--- src/rtl/ts_packet_sender.sv ---
// ts_packet_sender: paces 188-byte TS packets out of a FIFO onto a byte-clocked parallel TS port,
// filling gaps with null packets when enabled.
module ts_packet_sender #(
    parameter int DIV     = 8,
    parameter bit NULL_EN = 1'b1
) (
    input  logic        SYS_CLK,
    input  logic        RST,
    input  logic        GOT_FULL_PACKET,
    input  logic [7:0]  DATA_IN,
    output logic        RD_REQ,
    output logic [7:0]  TS_DATA,
    output logic        TS_DCLK,
    output logic        TS_VALID,
    output logic        TS_PSYNC,
    output logic [31:0] PKT_COUNT,
    output logic [31:0] NULL_COUNT,
    output logic        SYNC_ERR
);
    localparam int CW = $clog2(DIV);
    typedef enum logic [1:0] {IDLE, REAL, NULLP} state_t;
    state_t      r_state, r_next;
    logic [CW-1:0] r_cnt;
    logic [7:0]  r_idx, r_data;
    logic        r_dclk, r_valid, r_psync, r_serr;
    logic [31:0] r_pkt, r_null;
    logic [CW-1:0] w_cnt_nxt;
    logic        w_last_cnt, w_dec_cnt, w_decide;
    state_t      w_choice, w_new_state;
    logic [7:0]  w_new_idx, w_null_byte;
    always_comb begin
        w_last_cnt  = r_cnt == CW'(DIV - 1);
        w_dec_cnt   = r_cnt == CW'(DIV - 2);
        w_cnt_nxt   = w_last_cnt ? '0 : r_cnt + 1'b1;
        w_decide    = r_state == IDLE || r_idx == 8'd187;
        w_choice    = GOT_FULL_PACKET ? REAL : (NULL_EN ? NULLP : IDLE);
        w_new_state = w_decide ? r_next : r_state;
        w_new_idx   = w_decide ? 8'd0 : r_idx + 8'd1;
        w_null_byte = w_new_idx == 8'd0 ? 8'h47 : w_new_idx == 8'd1 ? 8'h1F : w_new_idx == 8'd3 ? 8'h10 : 8'hFF;
    end
    // The strobe is issued in the decision cycle itself, so it follows GOT_FULL_PACKET directly.
    assign RD_REQ = w_dec_cnt && ((w_decide && GOT_FULL_PACKET) || (r_state == REAL && r_idx != 8'd187));
    always_ff @(posedge SYS_CLK or negedge RST) begin
        if (!RST) begin
            r_state <= IDLE;
            r_next  <= IDLE;
            r_cnt   <= '0;
            r_idx   <= '0;
            r_data  <= '0;
            r_dclk  <= 1'b0;
            r_valid <= 1'b0;
            r_psync <= 1'b0;
            r_serr  <= 1'b0;
            r_pkt   <= '0;
            r_null  <= '0;
        end else begin
            r_cnt  <= w_cnt_nxt;
            r_dclk <= w_cnt_nxt >= CW'(DIV / 2);
            r_serr <= 1'b0;
            if (w_dec_cnt && w_decide)
                r_next <= w_choice;
            if (w_last_cnt) begin
                r_state <= w_new_state;
                r_idx   <= w_new_idx;
                r_valid <= w_new_state != IDLE;
                r_psync <= w_new_state != IDLE && w_new_idx == 8'd0;
                if (w_new_state == REAL)
                    r_data <= DATA_IN;
                else if (w_new_state == NULLP)
                    r_data <= w_null_byte;
                if (w_new_state == REAL && w_new_idx == 8'd0) begin
                    r_pkt  <= r_pkt + 32'd1;
                    r_serr <= DATA_IN != 8'h47;
                end
                if (w_new_state == NULLP && w_new_idx == 8'd0)
                    r_null <= r_null + 32'd1;
            end
        end
    end
    assign TS_DATA    = r_data;
    assign TS_DCLK    = r_dclk;
    assign TS_VALID   = r_valid;
    assign TS_PSYNC   = r_psync;
    assign PKT_COUNT  = r_pkt;
    assign NULL_COUNT = r_null;
    assign SYNC_ERR   = r_serr;
endmodule

--- config.mk ---
export PLATFORM = sky130hd
export DESIGN_NAME = ts_packet_sender
export DESIGN_NICKNAME = d
export VERILOG_FILES = /design/src/rtl/ts_packet_sender.sv
export SDC_FILE = /design/constraint.sdc
export NUM_CORES = 1
export LEC_CHECK = 0
export ABC_AREA = 0
export CORE_ASPECT_RATIO = 1.4
export CORE_MARGIN = 2
export CORE_UTILIZATION = 68
export DETAILED_ROUTE_END_ITERATION = 12
export DONT_BUFFER_PORTS = 1
export PLACE_DENSITY = 0.84
export SLEW_MARGIN = 30
export SYNTH_ARGS = -nofsm -noshare
export SYNTH_HDL_FRONTEND = slang
export SYNTH_SLANG_ARGS = --single-unit
--- constraint.sdc ---
create_clock -name SYS_CLK -period 5.72 [get_ports SYS_CLK]
set_clock_uncertainty 0.15 [all_clocks]
set_input_delay 0.286 -clock SYS_CLK [delete_from_list [all_inputs] [get_ports SYS_CLK]]
set_output_delay 0.286 -clock SYS_CLK [all_outputs]
set_load 0.05 [all_outputs]
==> key figures <==
Global route
  • First-pass GRT wire length: 16.0 mm
  • Tot GR Track Use: 0.284
  • Antenna violations before repair: 0
  • Largest net degree at the start of global routing: 91
  • Residual overflow from global routing: 0
  • Vias in the first global route: 3339

Finish
  • Final #Nets: 456
  • Commonest cells after routing, fill and taps aside: 90 x sky130_fd_sc_hd__dfrtp_1, 42 x sky130_fd_sc_hd__xor2_1, 38 x sky130_fd_sc_hd__nand2_1
  • Total area of multi-input combinational cells: 0.00212 mm2
  • Most frequent standard cell in the layout excluding fill and tap cells: sky130_fd_sc_hd__dfrtp_1
  • Final non-filler cell area: 0.00488 mm2
  • Filler cells: 432
  • Sequential Area: 0.00225 mm2
  • Fraction of layout cells with a size suffix above 1: 0.0907
  • Antenna diode count: 0
  • Area delta synth->final: 8.07%

Placed design
  • Final weighted congestion in routability-driven placement: 0.883
  • DP Wirelength: 6.71 mm
  • Total placed instance area: 0.00455 mm2
  • PortBufs: 0

Synthesis
  • Largest cells by area after synthesis: sky130_fd_sc_hd__dfrtp_1 50%, sky130_fd_sc_hd__xor2_1 8.2%, sky130_fd_sc_hd__xnor2_1 3.9%
  • Number of flops mapped to enable cells by yosys: 0
  • Net count after synthesis: 453
  • Post-synthesis sequential element count: 90
  • Most frequently used flop master after synthesis: sky130_fd_sc_hd__dfrtp_1
  • Share of the synthesized area in the top cell type: 0.499
  • Library cell occupying the most area in the post-synthesis netlist: sky130_fd_sc_hd__dfrtp_1
  • Cell area after synthesis: 0.00451 mm2
  • Count of unique library cells instantiated by Yosys: 50
  • Count of warnings emitted by yosys: 0
  • Post-Synthesis Mean Instance Area: 10.4 um2
  • Gate count of the mapped netlist: 433
  • Share of flip-flops with an asynchronous set or reset: 1.00
  • Sequential area share after synthesis: 0.499

Power and ir drop
  • Sw Pwr: 507 uW
  • Total power consumption of the routed design: 1550 uW
  • Fraction of power consumed by sequential logic: 0.543
  • Switching part of the total power: 0.328
  • Maximum VDD drop: 0.209 mV
  • Internal power summed over all cells: 1040 uW
  • Leakage power summed over all cells: 0.00228 uW
  • Part of the power in combinational logic: 0.123
  • Clock share of power: 0.334
  • Power per cell area: 317 mW/mm2

Setup path
  • Critical path capture point type: flop
  • Required arrival time at the worst endpoint: 5.81 ns
  • Maximum net fanout on the critical path: 23
  • Arrival time worst endpoint: 4.09 ns
  • Startpoint type of the worst setup path: flop
  • Startpoint-to-endpoint class of the critical path: flop to flop

Drt
  • First-pass DRT Iterations: 5
  • DRC: 0
  • Routed via count divided by cell count: 6.48
  • Routed Antenna Nets: 0
  • Initial DRC Count: 301
  • Routed length per instance: 19.2 um
  • Post-detailed-routing wire length: 9.90 mm
  • Via count of the routed design: 3339

Clock tree
  • Number of buffers on the longest clock path: 2
  • Gates resized, CTS repair: 0
  • H-tree levels: 3
  • Root Buffer Master: sky130_fd_sc_hd__clkbuf_8
  • Clock latency at the later pin of the worst-skew pair: 0.36 ns
  • Number of sinks handled by clock tree synthesis: 90
  • TritonCTS clock tree: done
  • Clock input transition at the sequential cells of the worst setup and hold paths: 0.09 ns
  • Cts bufs inserted: 9

STA
  • Number of max-slew violations in the final report: 0
  • Slew at the pin closest to its max-slew limit: 0.805 ns
  • Worst slew margin: 0.460
  • Min Hold Slack: 0.0142 ns
  • FMAX: 250 MHz
  • Total negative slack for setup checks: 0 ns
  • Setup violation total in the final timing report: 0
  • Fin. Hold Viols: 0
  • Setup repair after global routing missed its margin: no
  • Shortest period the worst path allows: 4.00 ns
  • Period Utilization, post-route: 0.699

Floorplanning
  • Top Ports: 88
  • Total core area: 0.00653 mm2
  • Standard-cell rows: 35
  • Chip Width: 72.9 um
  • Starting density of the core: 0.692
  • Die area: 0.00731 mm2
  • Die height: 100 um

Flow run
  • Max-capacitance violation count: 0

Min path
  • Worst hold-check path type: input port to flop

Status
  • Result of the run: finished clean
-- synth_stat cells (2+ instances only) --
cell type and instances:
sky130_fd_sc_hd__a211oi_1 2, sky130_fd_sc_hd__a21oi_1 12, sky130_fd_sc_hd__a22o_1 4, sky130_fd_sc_hd__a2bb2oi_1 2, sky130_fd_sc_hd__and2_1 4, sky130_fd_sc_hd__and3_1 10, sky130_fd_sc_hd__and4_1 6, sky130_fd_sc_hd__buf_2 4
sky130_fd_sc_hd__buf_6 2, sky130_fd_sc_hd__clkbuf_1 9, sky130_fd_sc_hd__dfrtp_1 90, sky130_fd_sc_hd__ha_1 9, sky130_fd_sc_hd__inv_1 18, sky130_fd_sc_hd__mux2_2 6, sky130_fd_sc_hd__mux2i_1 4, sky130_fd_sc_hd__nand2_1 38
sky130_fd_sc_hd__nand3_1 22, sky130_fd_sc_hd__nand4_1 24, sky130_fd_sc_hd__nor2_1 14, sky130_fd_sc_hd__nor3_1 23, sky130_fd_sc_hd__nor3b_1 3, sky130_fd_sc_hd__nor4_1 15, sky130_fd_sc_hd__nor4_2 3, sky130_fd_sc_hd__nor4b_1 3
sky130_fd_sc_hd__o21a_1 3, sky130_fd_sc_hd__o21ai_0 7, sky130_fd_sc_hd__o22ai_1 6, sky130_fd_sc_hd__o31ai_1 2, sky130_fd_sc_hd__or2_2 5, sky130_fd_sc_hd__or3_1 3, sky130_fd_sc_hd__xnor2_1 20, sky130_fd_sc_hd__xor2_1 42
-- critical path: stages, from the launching register on --
cell                            delay, ns
sky130_fd_sc_hd__dfrtp_1             0.48
sky130_fd_sc_hd__ha_1                0.31
sky130_fd_sc_hd__nand3_1             0.16
sky130_fd_sc_hd__mux2_2              0.36
sky130_fd_sc_hd__a211oi_1            0.70
sky130_fd_sc_hd__or3_1               0.49
sky130_fd_sc_hd__buf_4               0.36
sky130_fd_sc_hd__nor2_1              0.16
sky130_fd_sc_hd__o41a_1              0.15
sky130_fd_sc_hd__dlygate4sd3_1       0.57
-- area by class of cell --
class / instances / area share
Inverter: 18 / 0.0139
Clock buffer: 10 / 0.0262
Sequential cell: 90 / 0.462
Tap cell: 74 / 0.0190
Clock inverter: 6 / 0.0233
Multi-Input combinational cell: 308 / 0.435
Timing Repair Buffer: 9 / 0.0205
-- cells by family after synthesis --
family / synth area share
buffers and inverters: 0.0338
adders and majority gates: 0.0250
and+or+nand+nor: 0.222
DFF: 0.499
muxes: 0.0238
AOI/OAI and AO/OA: 0.0721
xor gates and xnor gates: 0.124
-- flip-flops by register name, summed over array words and instances (netlist names) --
signal / count
NULL_COUNT: 32
PKT_COUNT: 32
SYNC_ERR: 1
TS_DATA: 8
TS_PSYNC: 1
TS_VALID: 1
r_cnt: 3
r_idx: 8
r_next: 2
r_state: 2
-- worst paths after layout --
path,cells past startpoint,slack [ns],startpoint,to
worst max-delay path,9,1.72,r_idx[0],SYNC_ERR
worst min-delay path,2,0.01,DATA_IN[5],TS_DATA[5]
worst max register to register,9,1.72,r_idx[0],SYNC_ERR
worst min register to register,1,0.31,r_cnt[0],r_cnt[0]
max in group asynchronous,2,4.73,RST,PKT_COUNT[12]
min in group asynchronous,2,0.35,RST,PKT_COUNT[28]
-- through the flow --
step           utilization  worst slack [ns]  instances
3_5_place_dp         0.697              1.98        493
2_1_floorplan            -              2.44        433
3_3_place_gp         0.696              2.19        493
6_report             0.747              1.72        515
5_1_grt              0.747              1.49        515
4_1_cts              0.746              1.86        515
-- what timing repair did --
| action | in CTS | in global routing |
|---|---|---|
| hold buffers | 6 | 0 |
| buffers inserted | 0 | 0 |
| hold endpoints to repair | 95 | 0 |
-- power groups by stage --
stage                     clock network, uW  logic, uW  registers [uW]
after floorplan                           0        147             834
after global placement                    0        161             851
after detailed placement                  0        167             853
after CTS                               521        186             840
after global routing                    552        209             845
final                                   516        190             839
-- routing by layer --
metal	vias up	track usage	share of wire
li1	1556	-	-
met1	1628	0.336	0.40
met2	139	0.462	0.52
met3	16	0.0944	0.062
met4	0	0.134	0.019
met5	-	0	0
(Power assumes the default switching activity.)
